--- config.mk ---
export PLATFORM = sky130hd
export DESIGN_NAME = rotation_feeder
export DESIGN_NICKNAME = d
export VERILOG_FILES = /design/src/rtl/aoc_pkg.sv /design/src/rtl/rotation_pacer.sv /design/src/rtl/rotation_feeder.sv
export SDC_FILE = /design/constraint.sdc
export NUM_CORES = 1
export LEC_CHECK = 0
export CORE_UTILIZATION = 62
export CTS_CLUSTER_SIZE = 28
export DETAILED_ROUTE_END_ITERATION = 10
export PLACE_DENSITY = 0.9
export SYNTH_ARGS = -nofsm -noshare
export SYNTH_HDL_FRONTEND = slang
export SYNTH_SLANG_ARGS = --single-unit
--- constraint.sdc ---
create_clock -name clk -period 7 [get_ports clk]
set_clock_uncertainty 0.15 [all_clocks]
set_input_delay 1.4 -clock clk [delete_from_list [all_inputs] [get_ports clk]]
set_output_delay 1.4 -clock clk [all_outputs]
set_load 0.02 [all_outputs]
--- src/rtl/aoc_pkg.sv ---
// Shared definitions for the dial-solver front end: ASCII byte classes,
// the command parser state encoding and the default command-count width.
package aoc_pkg;

   localparam int unsigned DEF_COUNT_WIDTH = 10;

   localparam logic [7:0] CH_L  = 8'h4C;
   localparam logic [7:0] CH_R  = 8'h52;
   localparam logic [7:0] CH_LF = 8'h0A;
   localparam logic [7:0] CH_CR = 8'h0D;
   localparam logic [7:0] CH_0  = 8'h30;
   localparam logic [7:0] CH_9  = 8'h39;

   typedef enum logic [1:0] {
      ST_IDLE   = 2'd0,
      ST_DIGITS = 2'd1,
      ST_EMIT   = 2'd2,
      ST_SKIP   = 2'd3
   } feed_state_e;

   function automatic logic is_digit(input logic [7:0] b);
      return (b >= CH_0) && (b <= CH_9);
   endfunction

   function automatic logic is_letter(input logic [7:0] b);
      return (b == CH_L) || (b == CH_R);
   endfunction

   // Only meaningful when is_digit(b) holds.
   function automatic logic [3:0] digit_val(input logic [7:0] b);
      return 4'(b - CH_0);
   endfunction

endpackage

--- src/rtl/rotation_pacer.sv ---
// Shadow of the solver's internal step counter: loaded with the count on each
// command strobe, then counts down to zero one step per cycle.
module rotation_pacer
   import aoc_pkg::*;
#(
   parameter int unsigned COUNT_WIDTH = DEF_COUNT_WIDTH
) (
   input  logic                   clk,
   input  logic                   rst,
   input  logic                   load_i,
   input  logic [COUNT_WIDTH-1:0] count_i,
   output logic                   pace_zero_o,
   output logic                   next_zero_c_o
);

   logic [COUNT_WIDTH-1:0] pace_q;
   logic [COUNT_WIDTH-1:0] pace_d;
   logic                   pace_zero_q;

   always_comb begin
      pace_d = pace_q;
      if (load_i) begin
         pace_d = count_i;
      end else if (pace_q != '0) begin
         pace_d = pace_q - COUNT_WIDTH'(1);
      end
   end

   always_ff @(posedge clk) begin
      if (rst) begin
         pace_q      <= '0;
         pace_zero_q <= 1'b1;
      end else begin
         pace_q      <= pace_d;
         pace_zero_q <= (pace_d == '0);
      end
   end

   assign pace_zero_o   = pace_zero_q;
   // Lets the parser schedule a strobe for the first cycle the solver is free.
   assign next_zero_c_o = (pace_d == '0);

endmodule

--- src/rtl/rotation_feeder.sv ---
// Parses an ASCII rotation stream ("L68\n", "R30\r\n", ...) into paced
// direction/count commands for the dial solver.
module rotation_feeder
   import aoc_pkg::*;
#(
   parameter int unsigned COUNT_WIDTH = DEF_COUNT_WIDTH
) (
   input  logic                   clk,
   input  logic                   rst,
   input  logic                   in_valid,
   input  logic [7:0]             in_data,
   output logic                   in_ready,
   output logic                   valid,
   output logic                   step_direction,
   output logic [COUNT_WIDTH-1:0] step_count,
   output logic                   idle,
   output logic                   err
);

   localparam int unsigned ACC_W = COUNT_WIDTH + 4;

   feed_state_e            state_q;
   logic                   valid_q;
   logic                   dir_q;
   logic [COUNT_WIDTH-1:0] count_q;
   logic                   err_q;
   logic                   line_dir_q;
   logic                   seen_q;
   logic [COUNT_WIDTH-1:0] acc_q;

   logic                   accept;
   logic                   is_cr;
   logic [ACC_W-1:0]       acc_ext;
   logic                   acc_ovf;
   logic                   pace_zero;
   logic                   next_zero;

   assign in_ready = ~rst & (state_q != ST_EMIT);
   assign accept   = in_valid & in_ready;
   assign is_cr    = (in_data == CH_CR);

   // Extra headroom bits catch counts that no longer fit the solver port.
   assign acc_ext  = ACC_W'(acc_q) * ACC_W'(10) + ACC_W'(digit_val(in_data));
   assign acc_ovf  = |acc_ext[ACC_W-1:COUNT_WIDTH];

   always_ff @(posedge clk) begin
      if (rst) begin
         state_q    <= ST_IDLE;
         valid_q    <= 1'b0;
         dir_q      <= 1'b0;
         count_q    <= '0;
         err_q      <= 1'b0;
         line_dir_q <= 1'b0;
         seen_q     <= 1'b0;
         acc_q      <= '0;
      end else begin
         valid_q <= 1'b0;
         case (state_q)
            ST_IDLE: begin
               if (accept && !is_cr) begin
                  if (is_letter(in_data)) begin
                     line_dir_q <= (in_data == CH_R);
                     acc_q      <= '0;
                     seen_q     <= 1'b0;
                     state_q    <= ST_DIGITS;
                  end else if (in_data != CH_LF) begin
                     err_q   <= 1'b1;
                     state_q <= ST_SKIP;
                  end
               end
            end
            ST_DIGITS: begin
               if (accept && !is_cr) begin
                  if (is_digit(in_data)) begin
                     if (acc_ovf) begin
                        err_q   <= 1'b1;
                        state_q <= ST_SKIP;
                     end else begin
                        acc_q  <= acc_ext[COUNT_WIDTH-1:0];
                        seen_q <= 1'b1;
                     end
                  end else if (in_data == CH_LF) begin
                     if (!seen_q) begin
                        err_q   <= 1'b1;
                        state_q <= ST_IDLE;
                     end else if (next_zero) begin
                        // Solver is already free: strobe without an EMIT stall.
                        valid_q <= 1'b1;
                        dir_q   <= line_dir_q;
                        count_q <= acc_q;
                        state_q <= ST_IDLE;
                     end else begin
                        state_q <= ST_EMIT;
                     end
                  end else begin
                     err_q   <= 1'b1;
                     state_q <= ST_SKIP;
                  end
               end
            end
            ST_EMIT: begin
               if (next_zero) begin
                  valid_q <= 1'b1;
                  dir_q   <= line_dir_q;
                  count_q <= acc_q;
                  state_q <= ST_IDLE;
               end
            end
            ST_SKIP: begin
               if (accept && (in_data == CH_LF)) begin
                  state_q <= ST_IDLE;
               end
            end
            default: state_q <= ST_IDLE;
         endcase
      end
   end

   rotation_pacer #(
      .COUNT_WIDTH (COUNT_WIDTH)
   ) u_pacer (
      .clk           (clk),
      .rst           (rst),
      .load_i        (valid_q),
      .count_i       (count_q),
      .pace_zero_o   (pace_zero),
      .next_zero_c_o (next_zero)
   );

   assign valid          = valid_q;
   assign step_direction = dir_q;
   assign step_count     = count_q;
   assign err            = err_q;
   assign idle           = ~rst & (state_q == ST_IDLE) & pace_zero & ~valid_q;

endmodule

# [Yosys cells after proc, flatten, opt, wreduce, memory -nomap -nowiden]
# Index checks and enable logic that the tools add are counted.
[word_totals] wordCells=116 out_inout_bits=15 input_bits=11 ff_bits=38
[op_classes] multipliers=1 n_bitwise=7 order_cmp=2 n_reduce_logical=16 mux=53 add_sub_neg=3 n_eq_ne=24
[ops] cell="two-way mux 10 bit" count=12
[ops] cell="one-hot mux 10 bit (2 select lines)" count=2
[ops] cell="!= test 2 bit (second input constant)" count=13
[ops] cell="two-way mux 1 bit" count=23
[ops] cell="two-way mux 2 bit" count=11
[ops] cell="== test 8 x 4 -> 1 bit (second input constant)" count=2
[ops] cell="== test 8 x 7 -> 1 bit (second input constant)" count=2
[ops] cell="adder 14 x 4 -> 14 bit" count=1
[ops] cell="multiplier 10 x 3 -> 13 bit (second input constant)" count=1
[ops] cell="AND reduction 6 bit" count=2
[ops] cell="zero test 10 bit" count=1
[ops] cell="nonzero test 10 bit" count=1
[ops] cell="subtractor 10 x 1 -> 10 bit (second input constant)" count=1
[ops] cell=">= comparator 8 x 6 -> 1 bit (second input constant)" count=1
[ops] cell="<= comparator 8 x 6 -> 1 bit (second input constant)" count=1
[ops] cell="!= test 8 x 4 -> 1 bit (second input constant)" count=1
[ops] cell="one-hot mux 1 bit (2 select lines)" count=4
[ops] cell="one-hot mux 2 bit (4 select lines)" count=1
[ops] cell="AND reduction 7 bit" count=1
[ops] cell="!= test 3 bit (second input constant)" count=2
[ops] cell="bitwise AND 1 bit" count=5
[ops] cell="AND reduction 5 bit" count=1
[ops] cell="== test 2 bit (second input constant)" count=2
[ops] cell="!= test 4 bit (second input constant)" count=1
[ops] cell="other kinds (10)" count=14

# [Longest topological paths before layout]
# Gate-level depths: netlist (run 1).
[logic_depth] ltp_word=10 depth_mapped=11

# [Cells and area by module]
# A second synthesis (run 1) with hierarchy kept.
[hier_totals] hier_cells=360 area_unflattened_um2=2982.9
[by_module_without_submodules] mod="rotation_feeder" cells_per_inst=278 area_per_inst_um2=2312.2 n_inst=1
[by_module_without_submodules] mod="rotation_pacer" cells_per_inst=82 area_per_inst_um2=670.6 n_inst=1

# [Least setup slack after synthesis (run 1)]
# Ideal clock, no wire load.
[synth_path] kind="input -> output" start="in rst" end="out idle" required_ns=5.450 path_buffers=1 arrival_ns=2.099 cell_stages=2 slack_ns=3.351 path_cell_list="clkbuf_1 -> nor3_1"
[synth_between] elab_chain_cells=4
[synth_rtl] element="start, declared" line="rotation_feeder.sv:9" source="input logic rst,"
[synth_rtl] element="inverter 1 bit" line="rotation_feeder.sv:134" source="assign idle = ~rst & (state_q == ST_IDLE) & pace_zero & ~valid_q;"
[synth_rtl] element="bitwise AND 1 bit (3 in series)" line="rotation_feeder.sv:134"
[synth_rtl] element="end, declared" line="rotation_feeder.sv:16" source="output logic idle,"
# Every way passes these cells.

# [Final worst setup path (run 1)]
[layout_path] start="in rst" end="out in_ready"
[layout_between] elab_chain_cells=2
[layout_rtl] element="inverter 1 bit" line="rotation_feeder.sv:38" source="assign in_ready = ~rst & (state_q != ST_EMIT);"
[layout_rtl] element="bitwise AND 1 bit" line="rotation_feeder.sv:38"
[layout_rtl] element="end, declared" line="rotation_feeder.sv:12" source="output logic in_ready,"
# Every way passes these cells.

==> impl_metrics.toml, run 1 <==
[run_status]
status = "complete, no violations"

[yosys]
synth_edf_count = 0
yosysSeqAreaShare_pct = 28.4
syn_area_per_cell_um2 = 8.56
yosysWarnings = 0
async_flop_share_pct = 0
synth_nets = 351
syn-instance-count = 313
netlist_area_mm2 = 0.00268
ys_top_cells_by_area = "dfxtp_1, ha_1, mux2i_1"
synth_seq_cells = 38
synth_top_area_share_pct = 28.4
synth_ff_type = "dfxtp_1"
synth_cell_types = 63
yosysTopAreaCell = "dfxtp_1"

[clock_network]
cts.sinks = 38
post_cts_buffers = 0
h-tree-depth = 2
cts.clk_slew.worst_paths_ns = 0.07
cts_tree = "yes"
clock_latency_ns = 0.29
cts_max_path_buffers = 2
post_cts_resized = 0
numCtsBuffers = 5
ctsHoldBuffers = 0
clockRootBuffer = "clkbuf_8"

[grt]
grt_pass1_wl_um = 10000
grt_usage_pct = 29.2
antenna_found_initial = 0
grt_overflow_total = 0
grt_max_degree = 28
grt_pass1_vias = 2222

[place]
place.gp.congestion = 0.870
hpwl_um = 4880
place_inst = 377
placed_area_mm2 = 0.00296
portBuffers = 25

[setup_path]
path_max_fanout = 27
required_ns = 5.45
end_kind = "output port"
reg2reg_to = "state_q[1]"
r2r-start = "acc_q[1]"
reg2regPathDepth = 10
rrSetupSlack_ns = 3.20
cp.arrival_ns = 3.21
critical_path_class = "in -> out"
start_kind = "primary input"

[power]
leakage_nw = 1.18
power_switching_mw = 0.387
pwr-share-seq_pct = 31.5
ir_drop_mv = 0.154
power_density_mw_per_mm2 = 299
switching_share_pct = 42.4
clockPowerShare_pct = 16.9
power_frac_comb_pct = 51.6
internal-power_mw = 0.526

[finish]
area_growth_syn_to_layout_pct = 13.9
antenna_cells = 0
fill_cells = 319
layout-drive-gt1-share_pct = 7.16
fin_nets = 372
design_area_mm2 = 0.00305
final_cells = 385

[die]
pin_count = 26
core_area_mm2 = 0.00409
start_util_pct = 65.6
die_area_mm2 = 0.00459
fp.dieH_um = 67.7
placementRows = 23
die_w_um = 67.7

[hold_path]
hp-class = "reg -> reg"
hold_depth = 2
holdPathEnd = "err"
min_from = "err"

[timing]
setup_tns_ns = 0
tightest_slew_ns = 0.903
hold_viol = 0
setup_violations = 0
maxSlewViolCount = 0
max_slew_margin_pct = 39.8
worst_hold_slack_ns = 0.296
rsz0062_at_grt = "false"
period_share_pct = 67.9
fin_crit_ns = 4.76
fmax_mhz = 210

[route]
drcViolationCount = 0
vias = 2482
drt_iter0_drc = 194
routed_via_density = 6.45
ant_nets = 0
drt_first_pass_iters = 5
wire_per_inst_um = 16.6
wirelength_um = 6380

[run]
drv_cap = 0
[how the worst max path moves through the flow]
stage                           to  slack [ns]  startpoint
after floorplan               idle        3.35         rst
after global placement    in_ready        2.27         rst
after detailed placement  in_ready        2.22         rst
after CTS                 in_ready        2.24         rst
after global routing      in_ready        2.15         rst
final                     in_ready        2.24         rst
[Yosys cell counts, types with 2 or more instances]
library cell	instances
o21ai_0	10
nand2_1	12
nand4_1	7
o22ai_1	2
nand3_1	4
fa_1	2
o211ai_1	4
a211oi_1	5
xnor2_1	8
dfxtp_1	38
nand2b_1	6
or4_1	4
o311a_1	2
nor2_1	35
nand3b_1	3
nor3_1	8
or3_1	3
a31o_2	4
nor3b_1	5
o32ai_1	5
inv_1	17
a31oi_1	8
clkbuf_1	11
a211o_1	3
nor4b_1	2
a21o_1	3
nor4_1	4
a21oi_1	19
mux2i_1	15
o31ai_1	3
o31a_1	3
nor2b_1	3
ha_1	25
[critical path: stages]
cell and delay (ns):
clkdlybuf4s50_1 0.79, buf_4 0.38, nor2_1 0.09, clkdlybuf4s50_1 0.54
[registers in the layout (all words and copies together), names as in the netlist]
name	count
acc_q	10
step_count	10
u_pacer.pace_q	10
state_q	2
err	1
line_dir_q	1
seen_q	1
step_direction	1
u_pacer.pace_zero_o	1
valid	1
[layout make-up]
cell class / instances / area (um2) / area share (%)
Multi-Input combinational cell: 245 / 1810 / 59.2
Sequential cell: 38 / 761 / 24.9
Timing Repair Buffer: 27 / 265 / 8.69
Clock buffer: 7 / 86.3 / 2.83
Inverter: 17 / 63.8 / 2.09
Tap cell: 50 / 62.6 / 2.05
Clock inverter: 1 / 5.00 / 0.164
[power groups by stage]
stage,clock [mW],sequential [mW],combinational (mW)
2_1_floorplan,0,0.283,0.367
3_3_place_gp,0,0.288,0.448
3_5_place_dp,0,0.291,0.457
4_1_cts,0.156,0.286,0.465
5_1_grt,0.164,0.293,0.512
6_report,0.155,0.287,0.471
[kinds of logic after synthesis]
| group | after synthesis | synth area share, % |
|---|---|---|
| adder cells (fa/ha/maj) | 27 | 13.2 |
| XOR/XNOR | 9 | 2.94 |
| flip-flops | 38 | 28.4 |
| multiplexers | 16 | 6.02 |
| buffers and inverters | 30 | 4.39 |
| AND/OR/NAND/NOR | 108 | 22.2 |
| AO/OA/AOI/OAI | 85 | 22.9 |
[cell usage in the layout (no fill, tap or decap), types with 5 or more instances in the layout]
master	instances
o21ai_0	10
nand4_1	7
xnor2_1	8
ha_1	25
a31oi_1	8
mux2i_1	15
o32ai_1	5
inv_1	17
nand2_1	12
nor2_1	35
nor3b_1	5
a211oi_1	5
nand2b_1	6
clkdlybuf4s50_1	25
a21oi_1	19
nor3_1	8
clkbuf_8	6
dfxtp_1	38
[stage by stage]
stage / utilization [%] / worst slack [ns] / total power [mW]
2_1_floorplan: - / 3.35 / 0.650
3_3_place_gp: 72.4 / 2.27 / 0.736
3_5_place_dp: 72.4 / 2.22 / 0.748
4_1_cts: 74.7 / 2.24 / 0.906
5_1_grt: 74.7 / 2.15 / 0.970
6_report: 74.7 / 2.24 / 0.913
[routing by layer]
| metal | share of wire, % | vias to the layer above | track usage (%) |
|---|---|---|---|
| met4 | 2.8 | 0 | 12.8 |
| met2 | 48 | 90 | 48.9 |
| li1 | - | 1225 | - |
| met3 | 4.8 | 16 | 5.74 |
| met1 | 44 | 1151 | 35.8 |
| met5 | 0 | - | 0 |
(Power assumes the default switching activity.)
==> run 2: changes to the inputs <==
--- a/config.mk
+++ b/config.mk
@@ -5,10 +5,10 @@
 export SDC_FILE = /design/constraint.sdc
 export NUM_CORES = 1
 export LEC_CHECK = 0
-export CORE_UTILIZATION = 62
+export CORE_UTILIZATION = 58
 export CTS_CLUSTER_SIZE = 28
 export DETAILED_ROUTE_END_ITERATION = 10
-export PLACE_DENSITY = 0.9
+export PLACE_DENSITY = 0.85
 export SYNTH_ARGS = -nofsm -noshare
 export SYNTH_HDL_FRONTEND = slang
 export SYNTH_SLANG_ARGS = --single-unit
==> constraint.sdc (replaced) <==
create_clock -name clk -period 4.5 [get_ports clk]
set_clock_uncertainty 0.15 [all_clocks]
set_input_delay 0.9 -clock clk [delete_from_list [all_inputs] [get_ports clk]]
set_output_delay 0.9 -clock clk [all_outputs]
set_load 0.02 [all_outputs]
==> run 2 against run 1 <==
Against the previous run:
- first-iteration DRC count increased by 66%
- count of clock-buffer cells in the layout decreased by 2
- sequential share of layout area decreased by 0.45 points
- non-clock buffer count increased by 1
- sequential power increased by 56%
- critical endpoint is now acc_q[4]
- largest cell class unchanged
- highest routed layer unchanged
==> impl_metrics.toml, run 2 (synthesis gave the netlist of run 1 again) <==
[clock_network]
cts.clk_slew.worst_paths_ns = 0.07
ctsHoldBuffers = 0
post_cts_resized = 0
cts.sinks = 38
cts_max_path_buffers = 2
numCtsBuffers = 5
clock_latency_ns = 0.30
clockRootBuffer = "clkbuf_8"
post_cts_buffers = 0
h-tree-depth = 2
cts_tree = "yes"

[timing]
setup_ws_ns = 0.876
period_share_pct = 80.5
fin_crit_ns = 3.62
fmax_mhz = 276
hold_viol = 0
max_slew_margin_pct = 43.5
maxSlewViolCount = 0
setup_tns_ns = 0
tightest_slew_ns = 0.846
rsz0062_at_grt = "false"
setup_violations = 0

[grt]
grt_overflow_total = 0
grt_pass1_vias = 2355
antenna_found_initial = 0
grt_max_degree = 29
grt_pass1_wl_um = 11300
grt_usage_pct = 28.8

[setup_path]
required_ns = 4.53
slowest_delay_ns = 0.48
path_depth = 11
cp.arrival_ns = 3.65
crit_top_cell = "a21oi_1"
cp_top_family = "compound AO/OA/AOI/OAI gates"
rrSetupSlack_ns = 0.90
critical_path_class = "in -> reg"
path_buf_inv = 2
reg2reg_to = "acc_q[4]"
worstPathCellList = "clkdlybuf4s50_1 > ha_1 > fa_1 > a21oi_1 > nor4_1 > a31oi_1 > nand4_1 > a21oi_1 > buf_4 > o21a_1 > o32ai_1"
start_kind = "primary input"
startpoint = "in_data[1]"
slowest_stage = "a21oi_1"
r2r-start = "acc_q[1]"
path_max_fanout = 8
reg2regPathDepth = 11
end_kind = "flip-flop"

[power]
pwr-share-seq_pct = 28.8
power_switching_mw = 0.638
internal-power_mw = 0.916
leakage_nw = 1.20
power_frac_comb_pct = 48.3
power_density_mw_per_mm2 = 500
clockPowerShare_pct = 23.0
switching_share_pct = 41.1
ir_drop_mv = 0.237

[place]
place_inst = 380
portBuffers = 25
placed_area_mm2 = 0.00297
hpwl_um = 4980
place_ws_ns = 0.571
place.gp.congestion = 0.983

[finish]
layout_commonest_cell = "dfxtp_1"
area_growth_syn_to_layout_pct = 16.0
layout-drive-gt1-share_pct = 7.74
most-common-layout-cells = "dfxtp_1, nor2_1, ha_1, clkdlybuf4s50_1, a21oi_1"
design_area_mm2 = 0.00311
final_cells = 388
antenna_cells = 0
fin_nets = 373
fill_cells = 354

[die]
die_area_mm2 = 0.00490
core_area_mm2 = 0.00438
pin_count = 26
die_w_um = 70.0
fp.dieH_um = 70.0
start_util_pct = 61.1
placementRows = 24

[route]
wire_per_inst_um = 17.1
ant_nets = 0
drt_first_pass_iters = 7
drcViolationCount = 0
wirelength_um = 6640
vias = 2522
drt_iter0_drc = 323
routed_via_density = 6.50

[hold_path]
min_from = "err"
hold_depth = 2
hp-class = "reg -> reg"
holdPathEnd = "err"

[run_status]
status = "complete, no violations"

[run]
drv_cap = 0
run 2: changes by cell type in the layout (fill, tap and decap cells not counted), sizes merged:
| cell | change |
|---|---|
| clkbuf | -2 |
| bufinv | +2 |
| buf | +1 |
run 2: metrics by stage:
stage                     hold slack, ns  power, mW  util [%]
after floorplan                    0.299       1.01         -
after global placement             0.285       1.15      67.8
after detailed placement           0.290       1.17      67.8
after CTS                          0.301       1.53      70.9
after global routing               0.337       1.64      70.9
final                              0.302       1.55      70.9
run 2: cell type report:
| cell class | instances | area, um2 | share of cell area (%) |
|---|---|---|---|
| Clock inverter | 3 | 68.8 | 2.21 |
| Timing Repair Buffer | 28 | 273 | 8.78 |
| Inverter | 17 | 63.8 | 2.05 |
| Sequential cell | 38 | 761 | 24.5 |
| Multi-Input combinational cell | 245 | 1810 | 58.2 |
| Tap cell | 52 | 65.1 | 2.09 |
| Clock buffer | 5 | 68.8 | 2.21 |
run 2: power groups by stage:
stage | Combinational, mW | Clock, mW | Sequential [mW]
2_1_floorplan | 0.571 | 0 | 0.440
6_report | 0.750 | 0.357 | 0.447
3_5_place_dp | 0.719 | 0 | 0.452
4_1_cts | 0.733 | 0.354 | 0.445
3_3_place_gp | 0.700 | 0 | 0.450
5_1_grt | 0.814 | 0.373 | 0.456
run 2: worst max path at each step:
stage	endpoint	slack, ns
finish	acc_q[4]	0.88
global route	acc_q[4]	0.60
CTS	acc_q[5]	0.89
detailed placement	acc_q[5]	0.57
global placement	step_count[3]	0.71
floorplan	acc_q[3]	1.39
run 2: tightest hold or removal path: stages, from the launching register on:
cell,delay [ns]
dfxtp_1,0.31
inv_1,0.05
a21oi_1,0.05
run 2: layer usage:
| metal | global-route usage, % | vias up | part of all wire [%] |
|---|---|---|---|
| met4 | 8.89 | 0 | 1.5 |
| met2 | 49.8 | 87 | 50 |
| met3 | 4.91 | 12 | 5.0 |
| met5 | 0 | - | 0 |
| li1 | - | 1226 | - |
| met1 | 36.4 | 1197 | 43 |
==> run 3: changes to the inputs <==
==> constraint.sdc (replaced) <==
create_clock -name clk -period 3.5 [get_ports clk]
set_clock_uncertainty 0.15 [all_clocks]
set_input_delay 0.7 -clock clk [delete_from_list [all_inputs] [get_ports clk]]
set_output_delay 0.7 -clock clk [all_outputs]
set_load 0.02 [all_outputs]
==> run 3 against run 2 <==
Against the previous run:
- setup slack worse by 0.69 ns
- highest routed layer unchanged
- via count up 0.32%
- cell count up 2.1%
==> impl_metrics.toml, run 3 (synthesis gave the netlist of run 1 again) <==
[setup_path]
critical_path_class = "reg -> reg"
end_kind = "flip-flop"
cp_top_family = "compound AO/OA/AOI/OAI gates"
start_kind = "flip-flop"
slowest_stage = "fa_1"
required_ns = 3.56
slowest_delay_ns = 0.43
path_max_fanout = 14
worstPathCellList = "ha_1 > ha_1 > fa_1 > a21o_1 > a21oi_1 > xnor2_1 > a31o_2 > a21oi_1 > buf_4 > a221o_1 > a221oi_2"
rrSetupSlack_ns = 0.19
cp.arrival_ns = 3.37
path_buf_inv = 1

[route]
routed_via_density = 6.39
vias = 2530
wirelength_um = 6590
drt_iter0_drc = 279
ant_nets = 0
drcViolationCount = 0
wire_per_inst_um = 16.6
drt_first_pass_iters = 4

[die]
die_area_mm2 = 0.00490
start_util_pct = 61.1
die_w_um = 70.0
pin_count = 26
core_area_mm2 = 0.00438
placementRows = 24
fp.dieH_um = 70.0

[timing]
maxSlewViolCount = 0
setup_tns_ns = 0
fmax_mhz = 302
max_slew_margin_pct = 51.8
fin_crit_ns = 3.31
tightest_slew_ns = 0.722
rsz0062_at_grt = "false"
setup_violations = 0
period_share_pct = 94.7
hold_viol = 0

[finish]
final_cells = 396
multi_input_area_mm2 = 0.00181
fin_nets = 381
area_growth_syn_to_layout_pct = 17.4
antenna_cells = 0
seq_area_um2 = 761
layout_commonest_cell = "dfxtp_1"
most-common-layout-cells = "dfxtp_1, nor2_1, ha_1, clkdlybuf4s50_1, a21oi_1"
post-route-util_pct = 71.8
layout-drive-gt1-share_pct = 10.5
fill_cells = 344

[grt]
grt_usage_pct = 28.6
antenna_found_initial = 0
grt_overflow_total = 0
grt_pass1_wl_um = 11400
grt_pass1_vias = 2369
grt_max_degree = 40

[power]
switching_share_pct = 41.4
internal-power_mw = 1.10
power_mw = 1.87
power_density_mw_per_mm2 = 594
leakage_nw = 1.24
clockPowerShare_pct = 19.0
ir_drop_mv = 0.309
power_switching_mw = 0.775
pwr-share-seq_pct = 30.8
power_frac_comb_pct = 50.2

[hold_path]
hp-class = "reg -> reg"

[clock_network]
post_cts_buffers = 0
cts_max_path_buffers = 2
ctsHoldBuffers = 0
numCtsBuffers = 5
cts_tree = "yes"
cts.sinks = 38
h-tree-depth = 2
clockRootBuffer = "clkbuf_8"
cts.clk_slew.worst_paths_ns = 0.08
clock_latency_ns = 0.29

[place]
hpwl_um = 4910
place.gp.congestion = 0.871
portBuffers = 25
place_inst = 388

[run_status]
status = "complete, no violations"

[run]
drv_cap = 0
==> run 3: power by group through the flow <==
stage | Combinational [mW] | Clock [mW] | Sequential (mW)
4_1_cts | 0.931 | 0.355 | 0.573
6_report | 0.939 | 0.356 | 0.576
3_3_place_gp | 0.889 | 0 | 0.577
3_5_place_dp | 0.902 | 0 | 0.581
5_1_grt | 1.05 | 0.375 | 0.587
2_1_floorplan | 0.734 | 0 | 0.566
==> run 3: timing repair <==
item                                    in CTS  in global routing
endpoints found under the setup margin       0                  1
endpoints found under the hold margin        0                  0
gates resized for setup                      0                  2
==> run 3: routing by layer <==
metal  track usage (%)  vias up  part of all wire (%)
li1                  -     1245                     -
met1              37.7     1214                    44
met2              47.3       60                    50
met3              5.19       11                   4.2
met4              8.89        0                   1.5
met5                 0        -                     0
==> run 3: worst min-delay path, cell delays in order (launching register included) <==
cell and delay [ns]:
dfxtp_1 0.31, inv_1 0.05, a21oi_1 0.05
==> run 3: cell type report <==
class / instances / share of cell area [%]
Multi-Input combinational cell: 245 / 57.7
Sequential cell: 38 / 24.2
Timing Repair Buffer: 36 / 10.6
Clock buffer: 8 / 3.50
Inverter: 17 / 2.03
Tap cell: 52 / 2.07
==> run 3: final timing paths <==
path	startpoint	endpoint	cells past startpoint
max	acc_q[1]	state_q[0]	11
min	err	err	2
max reg2reg	acc_q[1]	state_q[0]	11
min reg2reg	err	err	2
==> run 3: per-stage QoR <==
step	area, um2	setup WS [ns]	hold slack (ns)
after floorplan	2680	0.393	0.299
after global routing	3150	0.0277	0.329
after global placement	3030	0.133	0.285
after detailed placement	3030	0.0374	0.290
final	3150	0.185	0.301
after CTS	3140	0.145	0.301
